**config.mk**
```make
export PLATFORM = sky130hd
export DESIGN_NAME = uart_boot_loader_flat
export DESIGN_NICKNAME = d
export VERILOG_FILES = /design/src/rtl/uart_boot_loader_if.sv /design/src/rtl/uart_boot_loader.sv /design/src/flat_wrapper.sv
export SDC_FILE = /design/constraint.sdc
export NUM_CORES = 1
export LEC_CHECK = 0
export BUFFER_PORTS_ARGS = -buffer_cell sky130_fd_sc_hd__buf_2
export CAP_MARGIN = 10
export CORE_MARGIN = 5
export CORE_UTILIZATION = 59
export CTS_BUF_LIST = sky130_fd_sc_hd__clkbuf_8
export DETAILED_ROUTE_END_ITERATION = 16
export GPL_TIMING_DRIVEN = 0
export PLACE_DENSITY = 0.78
export RECOVER_POWER = 50
export SLEW_MARGIN = 20
export SYNTH_ARGS = -nofsm -noshare
export SYNTH_HDL_FRONTEND = slang
export SYNTH_SLANG_ARGS = --single-unit
```
**constraint.sdc**
```tcl
create_clock -name clock -period 5.2 [get_ports clock]
set_clock_uncertainty 0.2 [all_clocks]
set_input_delay 1.04 -clock clock [delete_from_list [all_inputs] [get_ports clock]]
set_output_delay 1.04 -clock clock [all_outputs]
set_load 0.1 [all_outputs]
```
**src/rtl/uart_boot_loader_if.sv**
```systemverilog
// Instruction-memory write port used by the boot loader: valid/ready with address and data.
interface uart_boot_loader_if #(
  parameter int unsigned ADDR_WIDTH = 16,
  parameter int unsigned DATA_WIDTH = 32
);
  logic                  mem_valid;
  logic                  mem_ready;
  logic [ADDR_WIDTH-1:0] mem_addr;
  logic [DATA_WIDTH-1:0] mem_wdata;

  // Boot loader side issues writes.
  modport master (
    output mem_valid,
    output mem_addr,
    output mem_wdata,
    input  mem_ready
  );

  // Memory side accepts writes.
  modport slave (
    input  mem_valid,
    input  mem_addr,
    input  mem_wdata,
    output mem_ready
  );
endinterface

```
**src/rtl/uart_boot_loader.sv**
```systemverilog
// UART boot loader: auto-bauds on a 0xFF sync byte, hunts for a magic word, reads a
// word count, streams that many words to program memory and verifies an additive checksum.
module uart_boot_loader #(
  parameter int unsigned DATA_WIDTH = 32,
  parameter int unsigned ADDR_WIDTH = 16,
  parameter int unsigned DIV_WIDTH  = 16,
  parameter int unsigned MAX_WORDS  = 1024,
  parameter logic [31:0] MAGIC      = 32'h43414645,
  parameter int unsigned BASE_ADDR  = 0
) (
  input  logic                 clock,
  input  logic                 reset,
  input  logic                 rx,
  uart_boot_loader_if.master   mem,
  output logic [DIV_WIDTH-1:0] bit_period,
  output logic                 busy,
  output logic                 done,
  output logic                 error
);

  localparam int unsigned BYTES  = DATA_WIDTH / 8;
  localparam int unsigned BCNT_W = (BYTES > 1) ? $clog2(BYTES) : 1;
  localparam int unsigned IDX_W  = $clog2(MAX_WORDS + 1);
  localparam logic [DATA_WIDTH-1:0] MagicWord = DATA_WIDTH'(MAGIC);

  typedef enum logic [3:0] {
    StAbWait, StAbMeas, StMagic, StLength, StPayload, StWrite, StCheck, StDone, StError
  } state_e;

  typedef enum logic [1:0] {RxIdle, RxStart, RxData, RxStop} rx_state_e;

  state_e    state_q, state_d;
  rx_state_e rx_state_q, rx_state_d;

  logic                  rx_meta_q, rx_sync_q, rx_prev_q;
  logic [DIV_WIDTH-1:0]  rx_cnt_q, rx_cnt_d;
  logic [2:0]            rx_bit_q, rx_bit_d;
  logic [7:0]            rx_shift_q, rx_shift_d;
  logic [DIV_WIDTH-1:0]  ab_cnt_q, ab_cnt_d;
  logic [DIV_WIDTH-1:0]  bit_period_q, bit_period_d;
  logic [DATA_WIDTH-1:0] word_q, word_d;
  logic [BCNT_W-1:0]     bcnt_q, bcnt_d;
  logic [IDX_W-1:0]      len_q, len_d;
  logic [IDX_W-1:0]      idx_q, idx_d;
  logic [DATA_WIDTH-1:0] csum_q, csum_d;
  logic                  mem_valid_q, mem_valid_d;
  logic [ADDR_WIDTH-1:0] mem_addr_q, mem_addr_d;
  logic [DATA_WIDTH-1:0] mem_wdata_q, mem_wdata_d;
  logic                  busy_q, busy_d;
  logic                  done_q, done_d;
  logic                  error_q, error_d;

  logic                  rx_fall;
  logic                  rx_en;
  logic                  byte_valid;
  logic                  frame_err;
  logic                  word_full;
  logic                  handshake;
  logic [DATA_WIDTH-1:0] word_next;

  assign rx_fall   = rx_prev_q & ~rx_sync_q;
  assign rx_en     = (state_q == StMagic) || (state_q == StLength) || (state_q == StPayload) ||
                     (state_q == StWrite) || (state_q == StCheck);
  assign word_next = (word_q << 8) | DATA_WIDTH'(rx_shift_q);
  assign word_full = byte_valid && (bcnt_q == BCNT_W'(BYTES - 1));
  assign handshake = mem_valid_q && mem.mem_ready;

  // State register and all datapath flops; asynchronous reset to load-start values.
  always_ff @(posedge clock or negedge reset) begin
    if (!reset) begin
      state_q      <= StAbWait;
      rx_state_q   <= RxIdle;
      rx_meta_q    <= 1'b1;
      rx_sync_q    <= 1'b1;
      rx_prev_q    <= 1'b1;
      rx_cnt_q     <= '0;
      rx_bit_q     <= '0;
      rx_shift_q   <= '0;
      ab_cnt_q     <= '0;
      bit_period_q <= '0;
      word_q       <= '0;
      bcnt_q       <= '0;
      len_q        <= '0;
      idx_q        <= '0;
      csum_q       <= '0;
      mem_valid_q  <= 1'b0;
      mem_addr_q   <= ADDR_WIDTH'(BASE_ADDR);
      mem_wdata_q  <= '0;
      busy_q       <= 1'b1;
      done_q       <= 1'b0;
      error_q      <= 1'b0;
    end else begin
      state_q      <= state_d;
      rx_state_q   <= rx_state_d;
      rx_meta_q    <= rx;
      rx_sync_q    <= rx_meta_q;
      rx_prev_q    <= rx_sync_q;
      rx_cnt_q     <= rx_cnt_d;
      rx_bit_q     <= rx_bit_d;
      rx_shift_q   <= rx_shift_d;
      ab_cnt_q     <= ab_cnt_d;
      bit_period_q <= bit_period_d;
      word_q       <= word_d;
      bcnt_q       <= bcnt_d;
      len_q        <= len_d;
      idx_q        <= idx_d;
      csum_q       <= csum_d;
      mem_valid_q  <= mem_valid_d;
      mem_addr_q   <= mem_addr_d;
      mem_wdata_q  <= mem_wdata_d;
      busy_q       <= busy_d;
      done_q       <= done_d;
      error_q      <= error_d;
    end
  end

  // Byte receiver: mid-bit sampling timed from the start-bit falling edge.
  always_comb begin
    rx_state_d = rx_state_q;
    rx_cnt_d   = rx_cnt_q;
    rx_bit_d   = rx_bit_q;
    rx_shift_d = rx_shift_q;
    byte_valid = 1'b0;
    frame_err  = 1'b0;
    if (!rx_en) begin
      rx_state_d = RxIdle;
    end else begin
      unique case (rx_state_q)
        RxIdle: begin
          if (rx_fall) begin
            rx_state_d = RxStart;
            rx_cnt_d   = DIV_WIDTH'(1);
          end
        end
        RxStart: begin
          if (rx_cnt_q >= (bit_period_q >> 1)) begin
            // Line back high at mid start bit means a spike, not a frame.
            rx_state_d = rx_sync_q ? RxIdle : RxData;
            rx_cnt_d   = DIV_WIDTH'(1);
            rx_bit_d   = '0;
          end else begin
            rx_cnt_d = rx_cnt_q + DIV_WIDTH'(1);
          end
        end
        RxData: begin
          if (rx_cnt_q >= bit_period_q) begin
            rx_shift_d = {rx_sync_q, rx_shift_q[7:1]};
            rx_cnt_d   = DIV_WIDTH'(1);
            if (rx_bit_q == 3'd7) rx_state_d = RxStop;
            else                  rx_bit_d   = rx_bit_q + 3'd1;
          end else begin
            rx_cnt_d = rx_cnt_q + DIV_WIDTH'(1);
          end
        end
        RxStop: begin
          if (rx_cnt_q >= bit_period_q) begin
            byte_valid = rx_sync_q;
            frame_err  = ~rx_sync_q;
            rx_state_d = RxIdle;
          end else begin
            rx_cnt_d = rx_cnt_q + DIV_WIDTH'(1);
          end
        end
      endcase
    end
  end

  // Main FSM next-state logic.
  always_comb begin
    state_d = state_q;
    case (state_q)
      StAbWait: if (rx_fall) state_d = StAbMeas;
      StAbMeas: begin
        if (rx_sync_q) state_d = (ab_cnt_q < DIV_WIDTH'(8)) ? StAbWait : StMagic;
        else if (ab_cnt_q == '1) state_d = StError;
      end
      StMagic: begin
        if (frame_err) state_d = StError;
        else if (byte_valid && (word_next == MagicWord)) state_d = StLength;
      end
      StLength: begin
        if (frame_err) state_d = StError;
        else if (word_full) begin
          if (word_next > DATA_WIDTH'(MAX_WORDS)) state_d = StError;
          else if (word_next == '0)              state_d = StCheck;
          else                                   state_d = StPayload;
        end
      end
      StPayload: begin
        if (frame_err)      state_d = StError;
        else if (word_full) state_d = StWrite;
      end
      StWrite: begin
        // A word completing while a write is still pending has nowhere to go: overrun.
        if (frame_err || word_full) state_d = StError;
        else if (handshake) state_d = (idx_q + IDX_W'(1) == len_q) ? StCheck : StPayload;
      end
      StCheck: begin
        if (frame_err) state_d = StError;
        else if (word_full) state_d = (word_next == csum_q) ? StDone : StError;
      end
      StDone:  state_d = StDone;
      StError: state_d = StError;
      default: state_d = StError;
    endcase
  end

  // Datapath and registered outputs, steered by the current and next main state.
  always_comb begin
    ab_cnt_d     = ab_cnt_q;
    bit_period_d = bit_period_q;
    word_d       = word_q;
    bcnt_d       = bcnt_q;
    len_d        = len_q;
    idx_d        = idx_q;
    csum_d       = csum_q;
    mem_valid_d  = mem_valid_q;
    mem_addr_d   = mem_addr_q;
    mem_wdata_d  = mem_wdata_q;

    if (state_q == StAbWait && rx_fall) ab_cnt_d = DIV_WIDTH'(1);
    if (state_q == StAbMeas) begin
      if (rx_sync_q)             bit_period_d = ab_cnt_q;
      else if (ab_cnt_q != '1)   ab_cnt_d     = ab_cnt_q + DIV_WIDTH'(1);
    end

    if (byte_valid) begin
      word_d = word_next;
      bcnt_d = word_full ? '0 : bcnt_q + BCNT_W'(1);
    end
    // Magic hunt is a sliding window, so word alignment starts after it.
    if (state_q == StMagic) bcnt_d = '0;

    if (state_q == StLength && word_full) begin
      len_d  = word_next[IDX_W-1:0];
      idx_d  = '0;
      csum_d = '0;
    end

    if (state_q == StPayload && word_full) begin
      mem_wdata_d = word_next;
      mem_addr_d  = ADDR_WIDTH'(BASE_ADDR) + ADDR_WIDTH'(BYTES) * ADDR_WIDTH'(idx_q);
      mem_valid_d = 1'b1;
      csum_d      = csum_q + word_next;
    end

    if (state_q == StWrite && handshake) begin
      mem_valid_d = 1'b0;
      idx_d       = idx_q + IDX_W'(1);
    end

    if (state_d == StDone || state_d == StError) mem_valid_d = 1'b0;

    busy_d  = (state_d != StDone) && (state_d != StError);
    done_d  = done_q  | (state_d == StDone);
    error_d = error_q | (state_d == StError);
  end

  assign mem.mem_valid = mem_valid_q;
  assign mem.mem_addr  = mem_addr_q;
  assign mem.mem_wdata = mem_wdata_q;
  assign bit_period    = bit_period_q;
  assign busy          = busy_q;
  assign done          = done_q;
  assign error         = error_q;

endmodule
```
**src/flat_wrapper.sv**
```systemverilog
// flat-port wrapper written by rule: the top's interface ports become plain ports
module uart_boot_loader_flat 
#(
  parameter int unsigned DATA_WIDTH = 32,
  parameter int unsigned ADDR_WIDTH = 16,
  parameter int unsigned DIV_WIDTH  = 16,
  parameter int unsigned MAX_WORDS  = 1024,
  parameter logic [31:0] MAGIC      = 32'h43414645,
  parameter int unsigned BASE_ADDR  = 0
)
  (clock, reset, rx, bit_period, busy, done, error, mem_mem_valid, mem_mem_addr, mem_mem_wdata, mem_mem_ready);
  uart_boot_loader_if #(.ADDR_WIDTH(ADDR_WIDTH), .DATA_WIDTH(DATA_WIDTH)) mem_i ();
  input  logic clock;
  input  logic reset;
  input  logic rx;
  output logic [DIV_WIDTH-1:0] bit_period;
  output logic busy;
  output logic done;
  output logic error;
  output wire logic [$bits(mem_i.mem_valid)-1:0] mem_mem_valid;
  output wire logic [$bits(mem_i.mem_addr)-1:0] mem_mem_addr;
  output wire logic [$bits(mem_i.mem_wdata)-1:0] mem_mem_wdata;
  input wire logic [$bits(mem_i.mem_ready)-1:0] mem_mem_ready;
  assign mem_mem_valid = mem_i.mem_valid;
  assign mem_mem_addr = mem_i.mem_addr;
  assign mem_mem_wdata = mem_i.mem_wdata;
  assign mem_i.mem_ready = mem_mem_ready;
  uart_boot_loader #(.DATA_WIDTH(DATA_WIDTH), .ADDR_WIDTH(ADDR_WIDTH), .DIV_WIDTH(DIV_WIDTH), .MAX_WORDS(MAX_WORDS), .MAGIC(MAGIC), .BASE_ADDR(BASE_ADDR)) u_core (.clock(clock), .reset(reset), .rx(rx), .mem(mem_i), .bit_period(bit_period), .busy(busy), .done(done), .error(error));
endmodule
```
* After elaboration in Yosys (flattened, before gate mapping)
Index checks and enable logic that the tools add are counted.
Word-level totals: register bits after elaboration 195, input bits 4
Operators by class: add/subtract/negate cells 6, magnitude comparators 4, equal/unequal tests 31, muxes and demuxes 56, bitwise logic cells 5, reduce and logical (&&, ||, !) cells 27
Operator list (number):
- two-way mux 16 bit | 8
- two-way mux 32 bit | 2
- case mux 16 bit (4 select lines) | 1
- two-way mux 4 bit | 15
- adder 16 x 1 -> 16 bit (second input constant) | 2
- adder 32 bit | 1
- equality test 32 x 31 -> 1 bit (second input constant) | 1
- equality test 32 bit | 1
- greater-than comparator 32 x 11 -> 1 bit (second input constant) | 1
- logical NOT 32 bit | 1
- OR 32 x 8 -> 32 bit | 1
- case mux 4 bit (8 select lines) | 1
- two-way mux 2 bit | 13
- two-way mux 11 bit | 2
- equality test 4 x 3 -> 1 bit (second input constant) | 5
- equality test 16 bit (second input constant) | 1
- greater-or-equal comparator 16 x 15 -> 1 bit | 1
- greater-or-equal comparator 16 bit | 1
- less-than comparator 16 x 4 -> 1 bit (second input constant) | 1
- != test 16 bit (second input constant) | 1
- != test 3 bit (second input constant) | 4
- adder 11 x 1 -> 11 bit (second input constant) | 1
- equality test 11 bit | 1
- AND reduction 5 bit | 2
- other kinds (28) | 61

* Logic depth before layout (Yosys ltp)
Gate-level depths: netlist of the first run.
depth in word-level cells 13, depth in mapped cells 13, depth with buffers taken out 11

* Worst setup path before layout of the first run
No wires, ideal clock.
kind register -> register, from register u_core.bit_period_q[9], in the netlist u_core.bit_period[9], to register u_core.state_q[0], setup time 0.131 ns, data arrival time 3.388 ns, required time 4.869 ns, setup slack 1.480 ns, cell stages (with the launch flop) 13, path buffers 1, path through dfrtp_1 > inv_1 > ha_1 > a21o_1 > a21o_1 > a221o_1 > a211oi_2 > o41ai_4 > and2_1 > buf_6 > a31o_1 > nor3b_1 > or3_1
On the way: cells in the longest elaborated chain, start to end 8, elaborated cells on any way between the ends 20, classes of those cells 1 x order compare; 16 x mux; 3 x reduce/logical
Ends and longest elaborated chain:
- start, declared | RTL line uart_boot_loader.sv:40 | logic [DIV_WIDTH-1:0] bit_period_q, bit_period_d;
- start signal, assigned | RTL line uart_boot_loader.sv:102 | bit_period_q <= bit_period_d;
- greater-or-equal comparator 16 bit (*) | RTL line uart_boot_loader.sv:156 | if (rx_cnt_q >= bit_period_q) begin
- two-way mux 1 bit | RTL line uart_boot_loader.sv:156
- two-way mux 1 bit | RTL line uart_boot_loader.sv:128 | unique case (rx_state_q)
- two-way mux 1 bit | RTL line uart_boot_loader.sv:125 | if (!rx_en) begin
- logical AND 1 bit, on equally long branches | RTL line uart_boot_loader.sv:65, uart_boot_loader.sv:179
- two-way mux 4 bit, or another cell as far along | RTL line uart_boot_loader.sv:200 | else if (word_full) state_d = (word_next == csum_q) ? StDone : StError;
- two-way mux 4 bit, on equally long branches
- case mux 4 bit (8 select lines) (*) | RTL line uart_boot_loader.sv:171 | case (state_q)
- via u_core.state_d[0] | RTL line uart_boot_loader.sv:32 | state_e state_q, state_d;
- end signal, assigned | RTL line uart_boot_loader.sv:71 | state_q <= StAbWait;
- end signal, assigned | RTL line uart_boot_loader.sv:93 | state_q <= state_d;
- end, declared | RTL line uart_boot_loader.sv:32
Mark *: on every way through the listed nets, which the timed path passes. The rest lies on a longest branch. A chain may end at the register's enable or synchronous reset.

* Worst setup path after layout of the first run
from register u_core.rx_cnt_q[0], to register u_core.mem_addr_q[12], in the netlist u_core.mem.mem_addr[12]
On the way: cells in the longest elaborated chain, start to end 6
Ends and longest elaborated chain:
- start, declared | RTL line uart_boot_loader.sv:36 | logic [DIV_WIDTH-1:0] rx_cnt_q, rx_cnt_d;
- start signal, assigned | RTL line uart_boot_loader.sv:98 | rx_cnt_q <= rx_cnt_d;
- greater-or-equal comparator 16 bit | RTL line uart_boot_loader.sv:156
- two-way mux 1 bit | RTL line uart_boot_loader.sv:156
- two-way mux 1 bit | RTL line uart_boot_loader.sv:128
- two-way mux 1 bit | RTL line uart_boot_loader.sv:125
- logical AND 1 bit | RTL line uart_boot_loader.sv:65 | assign word_full = byte_valid && (bcnt_q == BCNT_W'(BYTES - 1));
- logical AND 1 bit | RTL line uart_boot_loader.sv:240 | if (state_q == StPayload && word_full) begin
- end signal, assigned | RTL line uart_boot_loader.sv:87 | mem_addr_q <= ADDR_WIDTH'(BASE_ADDR);
- end signal, assigned | RTL line uart_boot_loader.sv:109 | mem_addr_q <= mem_addr_d;
- end, declared | RTL line uart_boot_loader.sv:47 | logic [ADDR_WIDTH-1:0] mem_addr_q, mem_addr_d;
Every way passes these cells.

==> results.toml, run 1 <==
[clock_tree]
h-tree-depth = 4
hold_buffers = 0
cts-resized-gates = 0
cts-root-buf = "clkbuf_8"
postCtsSetupBuffers = 0
clock_latency_ps = 490
cts_sinks = 195
cts_buffers = 17
clkTransAtPathRegs_ps = 100
clock_path_buffers = 2
cts_tree = "done"

[logic_synthesis]
synth_ff_type = "dfrtp_1"
synth-edff-count = 0
synth_top_area_cell = "dfrtp_1"
synth.ff_latch_count = 195
synthArstFlopShare = 1.00
synth.area.top_cells = "dfrtp_1 43%, ha_1 7.7%, nand2_1 7.5%"
synthCells = 1158
netlist_area_um2 = 11000
yosysSeqAreaShare = 0.444
synth_top_area_frac = 0.434
synth_area_per_cell_um2 = 9.50
yosys_warnings = 0
synth_cell_types = 67

[power]
p_leak_uw = 0.00626
peakVddDrop_mv = 0.159
total_power_uw = 3180
power.density_nw_per_um2 = 264

[sta]
tightest_slew_ps = 2380
max_freq_mhz = 265
period_needed_ps = 3780
drv_slew = 94
setup_viol_count_final = 0
max_slew_margin = -0.585
rsz0062_at_grt = "false"
hold_viol = 0
setup_tns_ps = 0
whs_ps = 167
finalCritPeriodShare = 0.727

[hold_path]
whs_path_depth = 0
hold_path_class = "flip-flop to flip-flop"

[setup_path]
crit_chain = "inv_1 -> ha_1 -> nand2b_1 -> a21o_1 -> a21o_1 -> a21oi_1 -> o41ai_4 -> nor4b_2 -> clkbuf_1 -> clkbuf_1 -> nand2_1 -> nand2_1"
startpoint = "u_core.rx_cnt_q[0]"
endpoint = "u_core.mem.mem_addr[12]"
r2r_slack_ps = 1420
r2r_cells = 12
slowest_stage = "clkbuf_1"
r2r_start = "u_core.rx_cnt_q[0]"
cp-start-kind = "flip-flop"
end_kind = "flip-flop"
crit_fanout = 10
worst-setup-path-type = "flip-flop to flip-flop"
required_ps = 5420
worst_ep_arrival_time_ps = 4000
max_stage_delay_ps = 630
r2r-end = "u_core.mem.mem_addr[12]"

[global_route]
antenna_found_initial = 0
grt_usage = 0.253
grt_max_degree = 103
grt_pass1_vias = 8798
gr-total-overflow = 0
grt_pass1_wl_um = 44500

[place]
dp.cells = 1463
io_buffers = 66
dp_hpwl_um = 19300
gp_congestion = 0.931

[floorplan]
start_util = 0.594
rows = 50
die_area_um2 = 21500
die_h_um = 147
dieWidth_um = 147
ios = 72
core_area_um2 = 18500

[routing]
firstDrtPassIters = 5
totalWireLength_um = 26500
num_vias = 8938
viasPerCell = 5.98
post-route-drc-count = 0
ant_nets = 0
drt_iter0_drc = 595
wl_per_cell_um = 17.7

[finish]
fillerInstances = 1522
areaGrowthSynthToFinish_pct = 9.56
utilization = 0.651
antennaDiodeCount = 0
final_common_cell = "nand2_1"
final_cell_mix = "219 x nand2_1, 191 x dfrtp_1, 97 x o21ai_0"
finalNetCount = 1321
drive_gt1_frac = 0.137
final_cell_count_no_fill = 1495

[outcome]
run_status = "finished, violations left"
violations = "capacitance limit, slew limit"

[job]
cap_violations = 1
==> worst min path at each step <==
stage / startpoint / end / slack (ps)
after detailed placement: u_core.rx_meta_q / u_core.rx_sync_q / 150
after global placement: u_core.rx_meta_q / u_core.rx_sync_q / 150
after global routing: u_core.rx_meta_q / u_core.rx_sync_q / 170
after CTS: u_core.rx_meta_q / u_core.rx_sync_q / 160
final: u_core.rx_meta_q / u_core.rx_sync_q / 170
after floorplan: u_core.rx_meta_q / u_core.rx_sync_q / 150
==> synthesized netlist by cell type, types with 2 or more instances <==
| cell | number |
|---|---|
| nand2_1 | 219 |
| dfrtp_1 | 191 |
| o21ai_0 | 97 |
| ha_1 | 68 |
| mux2_2 | 58 |
| a21oi_1 | 48 |
| nor2_1 | 36 |
| clkbuf_1 | 32 |
| inv_1 | 32 |
| and3_1 | 31 |
| a21o_1 | 29 |
| xor2_1 | 27 |
| nand3_1 | 25 |
| xnor2_1 | 24 |
| nor2b_1 | 21 |
| a22o_1 | 18 |
| nand4_1 | 18 |
| nor3_1 | 17 |
| a31oi_1 | 15 |
| nor4_1 | 15 |
| buf_2 | 14 |
| and2_1 | 11 |
| o31ai_1 | 9 |
| nand2b_1 | 8 |
| buf_4 | 7 |
| o211ai_1 | 7 |
| o211a_1 | 5 |
| o22ai_1 | 5 |
| or4_1 | 5 |
| and4_1 | 4 |
| dfstp_2 | 4 |
| o21a_1 | 4 |
| o21ai_1 | 4 |
| o2bb2ai_1 | 4 |
| or3_1 | 4 |
| mux2i_1 | 3 |
| nor3b_1 | 3 |
| a211oi_1 | 2 |
| a221o_1 | 2 |
| nand3b_1 | 2 |
| o21bai_1 | 2 |
| o311a_1 | 2 |
| or2_2 | 2 |
==> sequential cells by signal, indices dropped and copies added, names as in the netlist, 2 cells and up <==
signal	count
u_core.idx_q	11
u_core.csum_q	32
u_core.mem.mem_addr	11
u_core.rx_bit_q	3
u_core.state_q	4
u_core.len_q	11
u_core.mem.mem_wdata	32
u_core.rx_cnt_q	16
u_core.rx_shift_q	8
u_core.bcnt_q	2
u_core.ab_cnt_q	16
u_core.rx_state_q	2
u_core.word_q	24
u_core.bit_period	16
==> worst max-delay path: cells and delay by family (launching register included) <==
kind,cells,cell delay (ps)
flops,1,460
compound gates,4,810
simple gates,4,830
buf+inv,3,1140
fa+ha+maj,1,270
==> cell families after synthesis <==
family | count (synthesis) | share of synthesized area
xor+xnor | 51 | 0.0406
buf+inv | 86 | 0.0340
flops | 195 | 0.444
fa+ha+maj | 69 | 0.0791
mux | 61 | 0.0621
compound gates | 267 | 0.154
other cells | 1 | 0.000341
simple gates | 428 | 0.186
==> metrics by stage <==
step | worst slack [ps] | cell area, um^2
after detailed placement | 1390 | 11700
after floorplan | 1480 | 11000
after global routing | 1200 | 12100
after global placement | -336 | 11600
after CTS | 1390 | 12100
final | 1420 | 12100
==> cell type report <==
cell class	count	area [um^2]	area share
Sequential cell	195	4880	0.405
Clock buffer	18	248	0.0206
Timing Repair Buffer	67	334	0.0277
Buffer	54	253	0.0210
Tap cell	234	293	0.0243
Clock inverter	14	164	0.0136
Inverter	32	120	0.00996
Multi-Input combinational cell	881	5760	0.478
==> power by group <==
part / switching, uW / total [uW] / internal (uW)
clock: 602 / 1020 / 418
sequential: 41.9 / 1590 / 1550
combinational: 389 / 569 / 180
==> routing by layer <==
layer,part of all wire,global-route usage
met5,0,0
met4,0.030,0.0960
met3,0.045,0.0419
met2,0.50,0.428
met1,0.43,0.329
No activity file was read; power rests on OpenSTA's default activity.
==> run 2: changes to the inputs <==
Settings changed: ABC_AREA from default to 1, CORE_UTILIZATION 59 to 57, PLACE_DENSITY 0.78 to 0.79.
Clock period 5.2 ns to 3.08 ns, I/O delays scaled along.
==> results.toml, run 2 <==
[logic_synthesis]
synth_top_area_cell = "dfrtp_1"
synth_common_cells = "346 x nand2_1, 191 x dfrtp_1, 162 x inv_1"
yosys-mux-area-fraction = 0
synth_area_per_cell_um2 = 7.91
synth_cell_types = 52
synth_top_family_by_area = "simple AND/OR/NAND/NOR gates"
synth-xor-area-share = 0.0210
netlist_area_um2 = 11300
yosys.area_share.simple = 0.233
synth-edff-count = 0
synth_compound_area_frac = 0.160
synth.ff_latch_count = 195
synth.area.top_cells = "dfrtp_1 42%, nand2_1 12%, ha_1 7.6%"
yosysSeqAreaShare = 0.433
yosysMostFrequentCell = "nand2_1"
synth_ff_type = "dfrtp_1"
synthArstFlopShare = 1.00
synthCells = 1425
yosys_warnings = 0
synth_top_area_frac = 0.424
synthAdderAreaFrac = 0.0773

[floorplan]
start_util = 0.579
core_area_um2 = 19500
die_area_um2 = 22700
ios = 72
dieWidth_um = 151
die_h_um = 151
rows = 51

[power]
power_frac_seq = 0.498
sw_frac_of_total = 0.350
p_leak_uw = 0.00606
p_int_uw = 3630
clkPwrFrac = 0.314
peakVddDrop_mv = 0.316
p_switching_uw = 1960
power.density_nw_per_um2 = 451
comb_power_share = 0.188
total_power_uw = 5580

[routing]
firstDrtPassIters = 6
ant_nets = 0
viasPerCell = 5.57
post-route-drc-count = 0
num_vias = 10007
totalWireLength_um = 28500
wl_per_cell_um = 15.9
drt_iter0_drc = 636

[global_route]
grt_pass1_vias = 9740
grt_max_degree = 90
antenna_found_initial = 1
gr-total-overflow = 0
grt_usage = 0.260
grt_pass1_wl_um = 47100

[job]
cap_violations = 0

[clock_tree]
clock_latency_ps = 490
h-tree-depth = 4
cts_buffers = 17
cts-resized-gates = 0
cts_sinks = 195
postCtsSetupBuffers = 0
clkTransAtPathRegs_ps = 110
clock_path_buffers = 2
cts_tree = "done"
cts-root-buf = "clkbuf_8"

[place]
placed_cell_area_um2 = 12000
gp_congestion = 0.966
io_buffers = 66
dp.cells = 1762
dp_hpwl_um = 21900

[finish]
final_cell_count_no_fill = 1795
areaGrowthSynthToFinish_pct = 9.90
finalNetCount = 1590
fillerInstances = 1673
utilization = 0.636
antennaDiodeCount = 0
drive_gt1_frac = 0.0941
final_common_cell = "nand2_1"
final_cell_mix = "346 x nand2_1, 191 x dfrtp_1, 162 x inv_1"
fin_area_um2 = 12400

[sta]
setup_viol_count_final = 0
max_slew_margin = 0.218
tightest_slew_ps = 1180
finalCritPeriodShare = 0.905
max_freq_mhz = 359
rsz0062_at_grt = "false"
hold_viol = 0
drv_slew = 0
whs_ps = 33.8
period_needed_ps = 2790

[setup_path]
crit_fanout = 10
cp-start-kind = "flip-flop"
required_ps = 3310
worst_ep_arrival_time_ps = 3020
worst-setup-path-type = "flip-flop to flip-flop"
end_kind = "flip-flop"

[hold_path]
hold_path_class = "input port to flip-flop"

[outcome]
run_status = "finished, final reports clean"
==> run 2: per-stage QoR <==
stage	TNS, ps	setup WS, ps
floorplan	0	49.2
global placement	-387070	-2020
detailed placement	0	311
CTS	0	290
global route	0	74.9
finish	0	292
==> run 2: worst max-delay path, stage by stage (launching register included) <==
cell and delay, ps:
dfrtp_1 390, inv_1 130, ha_1 280, a21oi_1 160, o21ai_0 140, nor2_2 290
nand2_4 120, nand4_4 120, nor2_2 60, buf_4 200, nor2_4 190, buf_2 280
nand2_1 90, o21ai_1 80
==> run 2: cell type report <==
type                       instances  area (um^2)  area share
multi-input combinational       1027         5560       0.449
sequential                       195         4880       0.394
inverter                         168          631      0.0509
timing repair buffer              69          348      0.0281
tap                              265          332      0.0268
clock buffer                      17          234      0.0189
buffer                            39          210      0.0170
clock inverter                    15          188      0.0152
==> run 2: path summary, 6_finish.rpt <==
| kind | from | endpoint | slack, ps | depth (start not counted) |
|---|---|---|---|---|
| setup reg to reg | u_core.bit_period[15] | u_core.csum_q[29] | 290 | 13 |
| setup / recovery | u_core.bit_period[15] | u_core.csum_q[29] | 290 | 13 |
| min in group asynchronous | reset | u_core.ab_cnt_q[7] | 670 | 2 |
| hold / removal | rx | u_core.rx_meta_q | 30 | 1 |
| max in group asynchronous | reset | u_core.csum_q[13] | 450 | 3 |
| hold reg to reg | u_core.rx_meta_q | u_core.rx_sync_q | 170 | 0 |
==> run 2: layer usage <==
metal / global-route usage / up-vias / share of wire
met5: 0 / - / 0
met3: 0.0391 / 61 / 0.043
met2: 0.457 / 236 / 0.50
met1: 0.326 / 4751 / 0.43
met4: 0.0979 / 0 / 0.032
li1: - / 4959 / -
==> run 2: cell families after synthesis <==
group	Yosys count
flops	195
compound gates	325
buf+inv	207
other cells	1
xor+xnor	27
simple gates	601
fa+ha+maj	69
==> run 2: power groups by stage <==
stage / registers [uW] / clock network [uW] / logic [uW]
floorplan: 2960 / 0 / 609
global placement: 2820 / 0 / 1010
detailed placement: 2830 / 0 / 1050
CTS: 2780 / 1780 / 1060
global route: 2790 / 1890 / 1180
finish: 2780 / 1750 / 1050
==> run 2: repair_timing <==
item / 4_1_cts / 5_1_grt
hold endpoints to repair: 40 / 0
endpoints found under the setup margin: 0 / 0
hold buffers: 1 / 0
